<file path="src/rtl/tcp_rx_arbiter.sv">
// Packet-granular round-robin arbiter feeding one TCP deframer from N_PORTS
// AXI-Stream sources, with latched length/port metadata and a length check.
module tcp_rx_arbiter #(
    parameter  int N_PORTS    = 4,
    parameter  int AXIS_BYTES = 4,
    localparam int PORT_W     = $clog2(N_PORTS)
) (
    input  logic                          clk,
    input  logic                          sresetn,
    input  logic [N_PORTS-1:0]            axis_i_tvalid,
    output logic [N_PORTS-1:0]            axis_i_tready,
    input  logic [N_PORTS*AXIS_BYTES*8-1:0] axis_i_tdata,
    input  logic [N_PORTS-1:0]            axis_i_tlast,
    input  logic [N_PORTS*16-1:0]         axis_i_length_bytes,
    output logic                          axis_o_tvalid,
    input  logic                          axis_o_tready,
    output logic [AXIS_BYTES*8-1:0]       axis_o_tdata,
    output logic                          axis_o_tlast,
    output logic [15:0]                   axis_o_length_bytes,
    output logic [PORT_W-1:0]             axis_o_port_id,
    output logic                          len_err,
    output logic                          busy
);

    localparam int DATA_W = AXIS_BYTES * 8;

    typedef enum logic {
        IDLE,
        PASS
    } state_t;

    state_t              state_q, state_d;
    logic [PORT_W-1:0]   grant_q, grant_d;
    logic [PORT_W-1:0]   last_grant_q, last_grant_d;
    logic [15:0]         len_q, len_d;
    logic [15:0]         word_ctr_q, word_ctr_d;
    logic                len_err_q, len_err_d;

    logic                req_found;
    logic [PORT_W-1:0]   req_port;
    logic [16:0]         expected_words;
    logic [16:0]         beat_count;

    // Round-robin scan starting just after the last granted port.
    // NOTE: every variable driven in always_comb gets a default first so no latch is inferred.
    always_comb begin
        req_found = 1'b0;
        req_port  = '0;
        for (int i = 1; i <= N_PORTS; i++) begin
            if (!req_found && axis_i_tvalid[(int'(last_grant_q) + i) % N_PORTS]) begin
                req_found = 1'b1;
                req_port  = PORT_W'((int'(last_grant_q) + i) % N_PORTS);
            end
        end
    end

    assign expected_words = ({1'b0, len_q} + 17'd3) >> 2;
    assign beat_count     = {1'b0, word_ctr_q} + 17'd1;

    always_comb begin
        state_d       = state_q;
        grant_d       = grant_q;
        last_grant_d  = last_grant_q;
        len_d         = len_q;
        word_ctr_d    = word_ctr_q;
        len_err_d     = 1'b0;
        axis_i_tready = '0;
        axis_o_tvalid = 1'b0;
        axis_o_tdata  = '0;
        axis_o_tlast  = 1'b0;

        unique case (state_q)
            IDLE: begin
                if (req_found) begin
                    grant_d      = req_port;
                    last_grant_d = req_port;
                    len_d        = axis_i_length_bytes[int'(req_port)*16 +: 16];
                    word_ctr_d   = '0;
                    state_d      = PASS;
                end
            end
            PASS: begin
                axis_o_tvalid          = axis_i_tvalid[grant_q];
                axis_o_tdata           = axis_i_tdata[int'(grant_q)*DATA_W +: DATA_W];
                axis_o_tlast           = axis_i_tlast[grant_q];
                axis_i_tready[grant_q] = axis_o_tready;
                if (axis_o_tvalid && axis_o_tready) begin
                    if (word_ctr_q != 16'hFFFF) begin
                        word_ctr_d = word_ctr_q + 16'd1;
                    end
                    // Leaving on tlast forces one idle bubble before the next grant.
                    if (axis_o_tlast) begin
                        state_d   = IDLE;
                        len_err_d = (beat_count != expected_words);
                    end
                end
            end
            default: state_d = IDLE;
        endcase
    end

    // NOTE: sequential state uses non-blocking assignments so all flops update together.
    always_ff @(posedge clk or negedge sresetn) begin
        if (!sresetn) begin
            state_q      <= IDLE;
            grant_q      <= '0;
            last_grant_q <= PORT_W'(N_PORTS - 1);
            len_q        <= '0;
            word_ctr_q   <= '0;
            len_err_q    <= 1'b0;
        end else begin
            state_q      <= state_d;
            grant_q      <= grant_d;
            last_grant_q <= last_grant_d;
            len_q        <= len_d;
            word_ctr_q   <= word_ctr_d;
            len_err_q    <= len_err_d;
        end
    end

    assign axis_o_length_bytes = len_q;
    assign axis_o_port_id      = grant_q;
    assign len_err             = len_err_q;
    assign busy                = (state_q == PASS);

endmodule

</file>
<file path="config.mk">
export PLATFORM = sky130hd
export DESIGN_NAME = tcp_rx_arbiter
export DESIGN_NICKNAME = d
export VERILOG_FILES = /design/src/rtl/tcp_rx_arbiter.sv
export SDC_FILE = /design/constraint.sdc
export NUM_CORES = 1
export LEC_CHECK = 0
export CORE_UTILIZATION = 40
export DETAILED_ROUTE_END_ITERATION = 16
export GPL_TIMING_DRIVEN = 0
export PLACE_DENSITY_LB_ADDON = 0.08
export SKIP_LAST_GASP = 1
export SLEW_MARGIN = 10
export SYNTH_ARGS = -nofsm -noshare
export SYNTH_HDL_FRONTEND = slang
export SYNTH_SLANG_ARGS = --single-unit
export TNS_END_PERCENT = 30
</file>
<file path="constraint.sdc">
create_clock -name clk -period 4.84 [get_ports clk]
set_input_delay 0.968 -clock clk [delete_from_list [all_inputs] [get_ports clk]]
set_output_delay 0.968 -clock clk [all_outputs]
set_load 0.03 [all_outputs]
</file>
==> results by stage, run 1 <==
Status:
- The flow ran to the end, and the final reports show no timing, DRC or antenna violations.

Hold path:
- The path class of the tightest hold or removal check is input pin to async pin.

Pwr:
- The total power is 3.456 mW.
- For this design the static power due to leakage is 2.660 nW.
- For this design the ratio of total power to cell area is 507.1 nW/um^2.
- Across the VDD grid, the largest voltage drop is 0.2972 mV.

Global route:
- The pin count of the biggest net entering global routing is 31.
- The number of antenna violations at the first check in global routing is 0.
- The via count of the first global-routing pass is 4,647.
- The overall overflow remaining after global route is 0.
- The first-pass GRT wire length is 22,980 um.
- The overall routing resource usage is 29.63%.

Yosys:
- In the synthesized netlist the dominant register cell turns out to be sky130_fd_sc_hd__dfrtp_1.
- After synthesis the netlist holds a flip-flop and latch count of 38.
- The cell area that synthesis handed to floorplanning was 3946 um^2.
- The portion of synthesized area spent on multiplexers is 21.12%.
- The number of flops mapped to enable cells by yosys is 0.
- The dominant combinational cell family by area after synthesis is simple AND/OR/NAND/NOR gates.
- The number of unique standard cell types used by synthesis is 54.
- The number of instances in the synthesized netlist is 482.
- The average size of a mapped cell is 8.187 um^2.
- During synthesis, Yosys emitted a total of 0 warnings.
- The share of synthesized area occupied by flip-flops and latches is 24.16%.
- After Yosys synthesis, XOR and XNOR cells account for 5.549% of the synthesized area.
- The synthesized netlist devotes 14.05% of its cell area to compound gates.
- The synthesized netlist devotes 0.5707% of its cell area to adder and majority cells.
- The post-synthesis simple-gate area fraction is 29.77%.
- The synthesized net count is 686.
- Counting flops with an async set or reset pin after synthesis yields a share of 100.0%.

Worst setup path:
- STA classifies the critical path endpoint as an output port.
- The largest single stage delay on the critical path is 610 ps.
- The data required time of the worst path is 3870 ps.
- The worst register-to-register path ends at word_ctr_q[15].
- The worst setup path is launched from a flip-flop.
- The worst setup path endpoint is axis_o_tdata[27].
- For this design, the slowest cell found on the critical path is sky130_fd_sc_hd__clkdlybuf4s50_1.
- The start of the worst register-to-register path is word_ctr_q[0].
- The launch point of the worst path is axis_o_port_id[0].
- Counting cells, the worst reg-to-reg path comes to 9.
- The signal on the critical path passes through buf_2 -> buf_1 -> mux4_2 -> and2_1 -> clkdlybuf4s50_1.
- Along the worst path, the maximum fanout reaches 10.
- By startpoint and endpoint, the worst setup path is classified as flip-flop to output port.
- The worst-case register-to-register setup slack is 2080 ps.
- The arrival time at the worst endpoint is 2990 ps.

STA:
- The number of pins exceeding their max-slew limit in the final report is 0.
- The final-report hold violation count is 0.
- Headroom to the max-slew limit came out at 38.47%.
- Dividing the final minimum period by the clock period gives 81.79%.
- Timing would allow up to 252.6 MHz.
- Summed over all failing endpoints, the final setup total negative slack is 0 ps.
- The time the worst path needs with I/O delays and setup is 3959 ps.
- The number of failing setup endpoints in the final timing report is 0.
- Setup repair after global routing left no endpoint under its margin.
- The clock skew is 9.513 ps.
- At the pin with the least slew margin, the transition time is 917.4 ps.

Finish:
- Once layout is complete, the cells apart from fillers number 880.
- The net total in the final layout is 954.
- The final core area utilization is 72.39%.
- After routing the design area is 6815 um^2.
- The share of layout cells above drive strength 1 is 8.921%.
- The layout overhead on the synthesized area is 72.70%.
- 0 antenna diodes ended up in the layout.

Die:
- The die extent in y is 101.3 um.
- The effective utilization at floorplan is 41.91%.
- The floorplan step defined a die boundary enclosing 10,270 um^2.
- The floorplan step defined a core boundary enclosing 9415 um^2.
- In this run the horizontal extent of the chip is 101.3 um.
- The floorplan has 35 rows.
- The I/O pin total is 261.

Clock tree:
- For this design, the CTS-stage hold fixing added 0 buffers.
- The H-tree was split into 2 levels.
- The TritonCTS clock tree is yes.
- The quantity of gates resized following cts is 0.
- The tree is rooted in a sky130_fd_sc_hd__clkbuf_8.
- The clock-pin slew of the registers on the worst-case setup and hold paths is 80 ps.
- The total clock buffers created by CTS is 5.
- The number of setup buffers added after CTS is 0.
- The longest clock path from root to sink contains 2 buffers.
- The latest clock arrival within the worst-skew pair is 300 ps.
- For this design, the sink count on the clock tree is 38.

Detailed routing:
- The final route contains 4,768 vias.
- For this run, design rule violations remaining after detail routing come to 0.
- For this block, the routed nets add up to 15,740 um of wire.
- The iteration-0 DRC count of the detailed router is 214.
- After detailed routing, the average wire length per cell comes to 17.88 um.
- The first-pass iteration count of the detailed router is 4.
- The count of nets left with antenna violations once routing finished came out at 0.
- The via-per-instance ratio is 5.418.

Place:
- The congestion estimate from routability-driven global placement came to 0.8987.
- The number of input and output port buffers inserted is 260.
- The post-DP HPWL is 13,530 um.
- The placed standard-cell area is 6725 um^2.
- After detailed placement, the design holds a cell count of 872.

Flow run:
- The max capacitance violation total is 0.
registers in the layout, summed over array words and instances, names as in the netlist:
| register | flops |
|---|---|
| busy | 1 |
| word_ctr_q | 16 |
| len_err | 1 |
| last_grant_q | 2 |
| axis_o_port_id | 2 |
| axis_o_length_bytes | 16 |
cell usage in the layout (no fill, tap or decap), drive strengths merged, types with 3 or more instances in the layout:
cell type      count
dfrtp             36
and4               5
o211ai             5
buf               11
mux4              34
and2              38
nand3             28
xor2              11
nor2b              4
clkbuf            32
nor2              20
o31ai              7
inv                8
nand2            110
a21oi              8
o22ai              3
nand2b             3
mux2i              3
o41ai              3
and3               3
xnor2             14
mux2               3
nand4             10
nor3               8
clkdlybuf4s50    259
o21ai             55
a31oi              3
layer usage:
layer,GRT usage [%],vias to the layer above,wire (um)
met5,0,-,0
met4,11.93,0,510
met3,6.625,32,1303
met2,56.46,231,8419
met1,31.40,2227,5505
li1,-,2278,-
kinds of logic after synthesis:
| logic type | Yosys count |
|---|---|
| mux | 40 |
| buf+inv | 44 |
| fa+ha+maj | 2 |
| flops | 38 |
| xor+xnor | 25 |
| compound gates | 92 |
| simple gates | 241 |
power breakdown:
part	switching (mW)	internal [mW]	leakage, nW	total [mW]
registers	0.166	0.422	0.484	0.588
clock network	0.123	0.101	0.0441	0.224
logic	1.45	1.20	2.13	2.64
total	1.73	1.72	2.66	3.46
worst max-delay path: cells and delay by family (launching register included):
family	cells	cell delay, ps
buf+inv	3	1450
mux	1	590
flops	1	420
simple gates	1	220
cells in the mapped netlist, types with 4 or more instances:
master | n | area [um^2]
sky130_fd_sc_hd__and2_1 | 38 | 237.7
sky130_fd_sc_hd__nand3_1 | 28 | 140.1
sky130_fd_sc_hd__o21ai_0 | 54 | 270.3
sky130_fd_sc_hd__dfrtp_1 | 36 | 900.9
sky130_fd_sc_hd__xor2_1 | 11 | 96.34
sky130_fd_sc_hd__buf_2 | 7 | 35.03
sky130_fd_sc_hd__clkbuf_1 | 25 | 93.84
sky130_fd_sc_hd__nor2b_1 | 4 | 25.02
sky130_fd_sc_hd__o31ai_1 | 7 | 52.55
sky130_fd_sc_hd__inv_1 | 8 | 30.03
sky130_fd_sc_hd__nor2_1 | 20 | 75.07
sky130_fd_sc_hd__nand2_1 | 110 | 412.9
sky130_fd_sc_hd__nand4_1 | 10 | 62.56
sky130_fd_sc_hd__and4_1 | 4 | 35.03
sky130_fd_sc_hd__a21oi_1 | 8 | 40.04
sky130_fd_sc_hd__nor3_1 | 8 | 40.04
sky130_fd_sc_hd__xnor2_1 | 14 | 122.6
sky130_fd_sc_hd__mux4_2 | 33 | 743.2
metrics by stage:
stage | worst slack (ps) | hold WS, ps
after floorplan | 1761 | 480.9
after global placement | 1120 | 503.7
after detailed placement | 1097 | 517.9
after CTS | 832.8 | 516.7
after global routing | 656.2 | 513.9
final | 881.3 | 516.3
worst min-delay path by stage:
stage / startpoint / end / depth (start not counted)
floorplan: word_ctr_q[12] / word_ctr_q[12] / 1
global placement: last_grant_q[1] / last_grant_q[1] / 2
detailed placement: word_ctr_q[12] / word_ctr_q[12] / 1
CTS: sresetn / word_ctr_q[10] / 1
global route: sresetn / word_ctr_q[3] / 1
finish: sresetn / word_ctr_q[10] / 1
layout make-up:
| cell class | instances | area, um^2 |
|---|---|---|
| Timing Repair Buffer | 261 | 2618 |
| Clock buffer | 5 | 68.82 |
| Sequential cell | 38 | 953.4 |
| Fill cell | 748 | 2600 |
| Clock inverter | 3 | 21.27 |
| Tap cell | 129 | 161.4 |
| Buffer | 36 | 158.9 |
| Multi-Input combinational cell | 400 | 2804 |
| Inverter | 8 | 30.03 |
No activity file was read; power rests on OpenSTA's default activity.
==> run 2: changes to the inputs <==
--- a/config.mk
+++ b/config.mk
@@ -5,7 +5,7 @@
 export SDC_FILE = /design/constraint.sdc
 export NUM_CORES = 1
 export LEC_CHECK = 0
-export CORE_UTILIZATION = 40
+export CORE_UTILIZATION = 37
 export DETAILED_ROUTE_END_ITERATION = 16
 export GPL_TIMING_DRIVEN = 0
 export PLACE_DENSITY_LB_ADDON = 0.08
==> constraint.sdc (replaced) <==
create_clock -name clk -period 3.95 [get_ports clk]
set_input_delay 0.79 -clock clk [delete_from_list [all_inputs] [get_ports clk]]
set_output_delay 0.79 -clock clk [all_outputs]
set_load 0.03 [all_outputs]
==> results by stage, run 2 (synthesis gave the netlist of run 1 again) <==
Clock tree:
- Clock latency on the worst-skew pair, taken at its later pin, is 300 ps.
- The TritonCTS clock tree is yes.
- The root buffer selected by CTS is sky130_fd_sc_hd__clkbuf_8.
- The number of levels the H-tree was split into is 2.
- The clock-pin slew of the registers on the worst-case setup and hold paths is 80 ps.
- Counting along the longest clock path gives a buffer depth of 2.
- For this design, the sink count on the clock tree is 38.
- The number of buffers inserted to repair setup after CTS is 0.
- The total clock buffers created by CTS is 5.

Place:
- The last weighted congestion value of the routability-driven placer is 0.9180.
- Detailed placement finished with a half-perimeter wire length of 13,300 um.
- The pre-CTS setup slack is 441.9 ps.
- During placement, the flow inserted port buffers numbering 260.

Global route:
- The overall overflow remaining after global route is 0.
- Global routing consumed, on the met2 layer, 50.70% of the routing resources.
- The global routing's busiest layer is met2.
- The first global-routing pass estimated 23,570 um of wire.
- The number of antenna violations at the first check in global routing was 0.
- The met1 capacity usage during global routing is 32.44%.
- The routing usage on met3 is 4.453%.
- The via count of the first global-routing pass was 4,606.
- Entering global routing, the biggest net connects 25 pins.
- The overall routing resource usage is 27.52%.

Status:
- The flow ran to the end, and the final reports show no timing, DRC or antenna violations.

Detailed routing:
- The final routed wirelength across all metal layers is 15,710 um.
- For this run, design rule violations remaining after detail routing come to 0.
- The first routing iteration left 248 violations.
- The via-per-instance ratio is 5.294.
- The total number of vias is 4,696.
- The first-pass iteration count of the detailed router is 4.
- The count of antenna-violating nets left after detailed routing is 0.
- Dividing the detail-routed wire length by the instance count gives 17.71 um.

Worst setup path:
- The arrival time at the worst endpoint is 2900 ps.
- Of all nets on the critical path, the largest fanout is 10.
- The worst setup path is launched from a flip-flop.
- The worst setup path is captured at an output port.
- Setup slack on the worst reg-to-reg path comes out at 1280 ps.
- The worst reg2reg path depth is 9.
- The category of the most critical setup path is flip-flop to output port.
- The startpoint identified for the worst register-to-register timing path is word_ctr_q[0].
- The data required time of the worst path is 3160 ps.
- The endpoint identified for the worst register-to-register timing path is word_ctr_q[14].

STA:
- The maximum clock frequency is 271.2 MHz.
- Setup repair after global routing left no endpoint under its margin.
- The part of the cycle the worst path needs is 93.37%.
- For the pin with the worst max-slew slack, the measured transition is 910.5 ps.
- The smallest setup slack after layout is 262.0 ps.
- On the final layout, the worst clock skew is 5.684 ps.
- The final-report hold violation count came to 0.
- The final sum of negative setup slack is 0 ps.
- The number of pins exceeding their max-slew limit in the final report is 0.
- Measured against its own limit, the worst slew margin works out to 38.93%.
- Counting I/O delays and the setup requirement, the final critical path takes 3688 ps.
- The number of failing setup endpoints in the final timing report is 0.

Die:
- The I/O pin total is 261.
- Measured along the y axis, the die boundary spans 105.3 um.
- The effective utilization at floorplan is 38.23%.
- The site row count is 37.
- The die is 105.3 um wide.
- The region available for standard cell placement spans 10,320 um^2.
- The area of the die is 11,080 um^2.

Pwr:
- The peak ir drop on the vdd network is 0.2905 mV.
- Dividing total power by cell area gives a power density of 621.5 nW/um^2.
- The leakage power of the design is 2.671 nW.
- Total power for the finished layout comes to 4.247 mW.

Finish:
- The net total in the final layout is 954.
- The library cell used most frequently in the layout, excluding fill and tap cells, is sky130_fd_sc_hd__clkdlybuf4s50_1.
- The top cell types in the final layout, fill and taps aside, are 259 x sky130_fd_sc_hd__clkdlybuf4s50_1, 110 x sky130_fd_sc_hd__nand2_1, 54 x sky130_fd_sc_hd__o21ai_0, 38 x sky130_fd_sc_hd__and2_1, 36 x sky130_fd_sc_hd__dfrtp_1.
- 0 antenna diodes ended up in the layout.
- From synthesis to final layout, the design area changed by 73.18%.
- Cells with a size suffix above 1 make up 8.921% of the layout.

Flow run:
- The max capacitance violation total is 0.

Hold path:
- The worst min-delay path category is input pin to async pin.
run 2: per-layer routing:
layer | part of all wire (%) | vias up
li1 | - | 2272
met1 | 38 | 2194
met2 | 52 | 212
met3 | 7.0 | 18
met4 | 2.3 | 0
met5 | 0 | -
run 2: power breakdown:
part / total [mW] / leakage [nW] / switching [mW] / internal [mW]
Sequential: 0.712 / 0.484 / 0.194 / 0.518
Combinational: 3.25 / 2.14 / 1.78 / 1.47
Clock: 0.281 / 0.0482 / 0.140 / 0.141
Total: 4.25 / 2.67 / 2.12 / 2.13
run 2: worst max-delay path by stage:
stage | startpoint | to | slack [ps] | cells past startpoint
after detailed placement | axis_o_port_id[0] | axis_o_tdata[29] | 440 | 5
after CTS | axis_o_port_id[0] | axis_o_tdata[29] | 110 | 5
after global placement | axis_o_port_id[0] | axis_o_tdata[29] | 420 | 5
after floorplan | axis_o_port_id[0] | axis_i_tready[1] | 1050 | 4
final | axis_o_port_id[1] | axis_o_tdata[22] | 260 | 5
after global routing | axis_o_port_id[1] | axis_o_tdata[22] | 140 | 5
run 2: worst max-delay path: stages, from the launching register on:
cell and delay, ps:
sky130_fd_sc_hd__dfrtp_1 380, sky130_fd_sc_hd__clkbuf_1 460, sky130_fd_sc_hd__clkbuf_1 510, sky130_fd_sc_hd__mux4_2 400
sky130_fd_sc_hd__and2_1 230, sky130_fd_sc_hd__clkdlybuf4s50_1 610
run 2: stage by stage:
| stage | area (um^2) | hold WS (ps) | utilization (%) | cells |
|---|---|---|---|---|
| after CTS | 6833 | 418.8 | 66.19 | 887 |
| after detailed placement | 6741 | 512.2 | 65.30 | 879 |
| final | 6834 | 406.5 | 66.20 | 887 |
| after global routing | 6834 | 434.1 | 66.20 | 887 |
| after floorplan | 3946 | 480.9 | - | 482 |
| after global placement | 6719 | 502.1 | 65.08 | 878 |
run 2: layout make-up:
type	instances	area [um^2]
Clock inverter	1	5.005
Multi-Input combinational cell	400	2804
Buffer	36	160.2
Tap cell	136	170.2
Inverter	8	30.03
Fill cell	876	3490
Clock buffer	7	86.33
Sequential cell	38	953.4
Timing Repair Buffer	261	2625
run 2: timing repair:
item,in CTS,in global routing
endpoints found under the setup margin,0,6
resized for setup,0,1
hold buffers,0,0
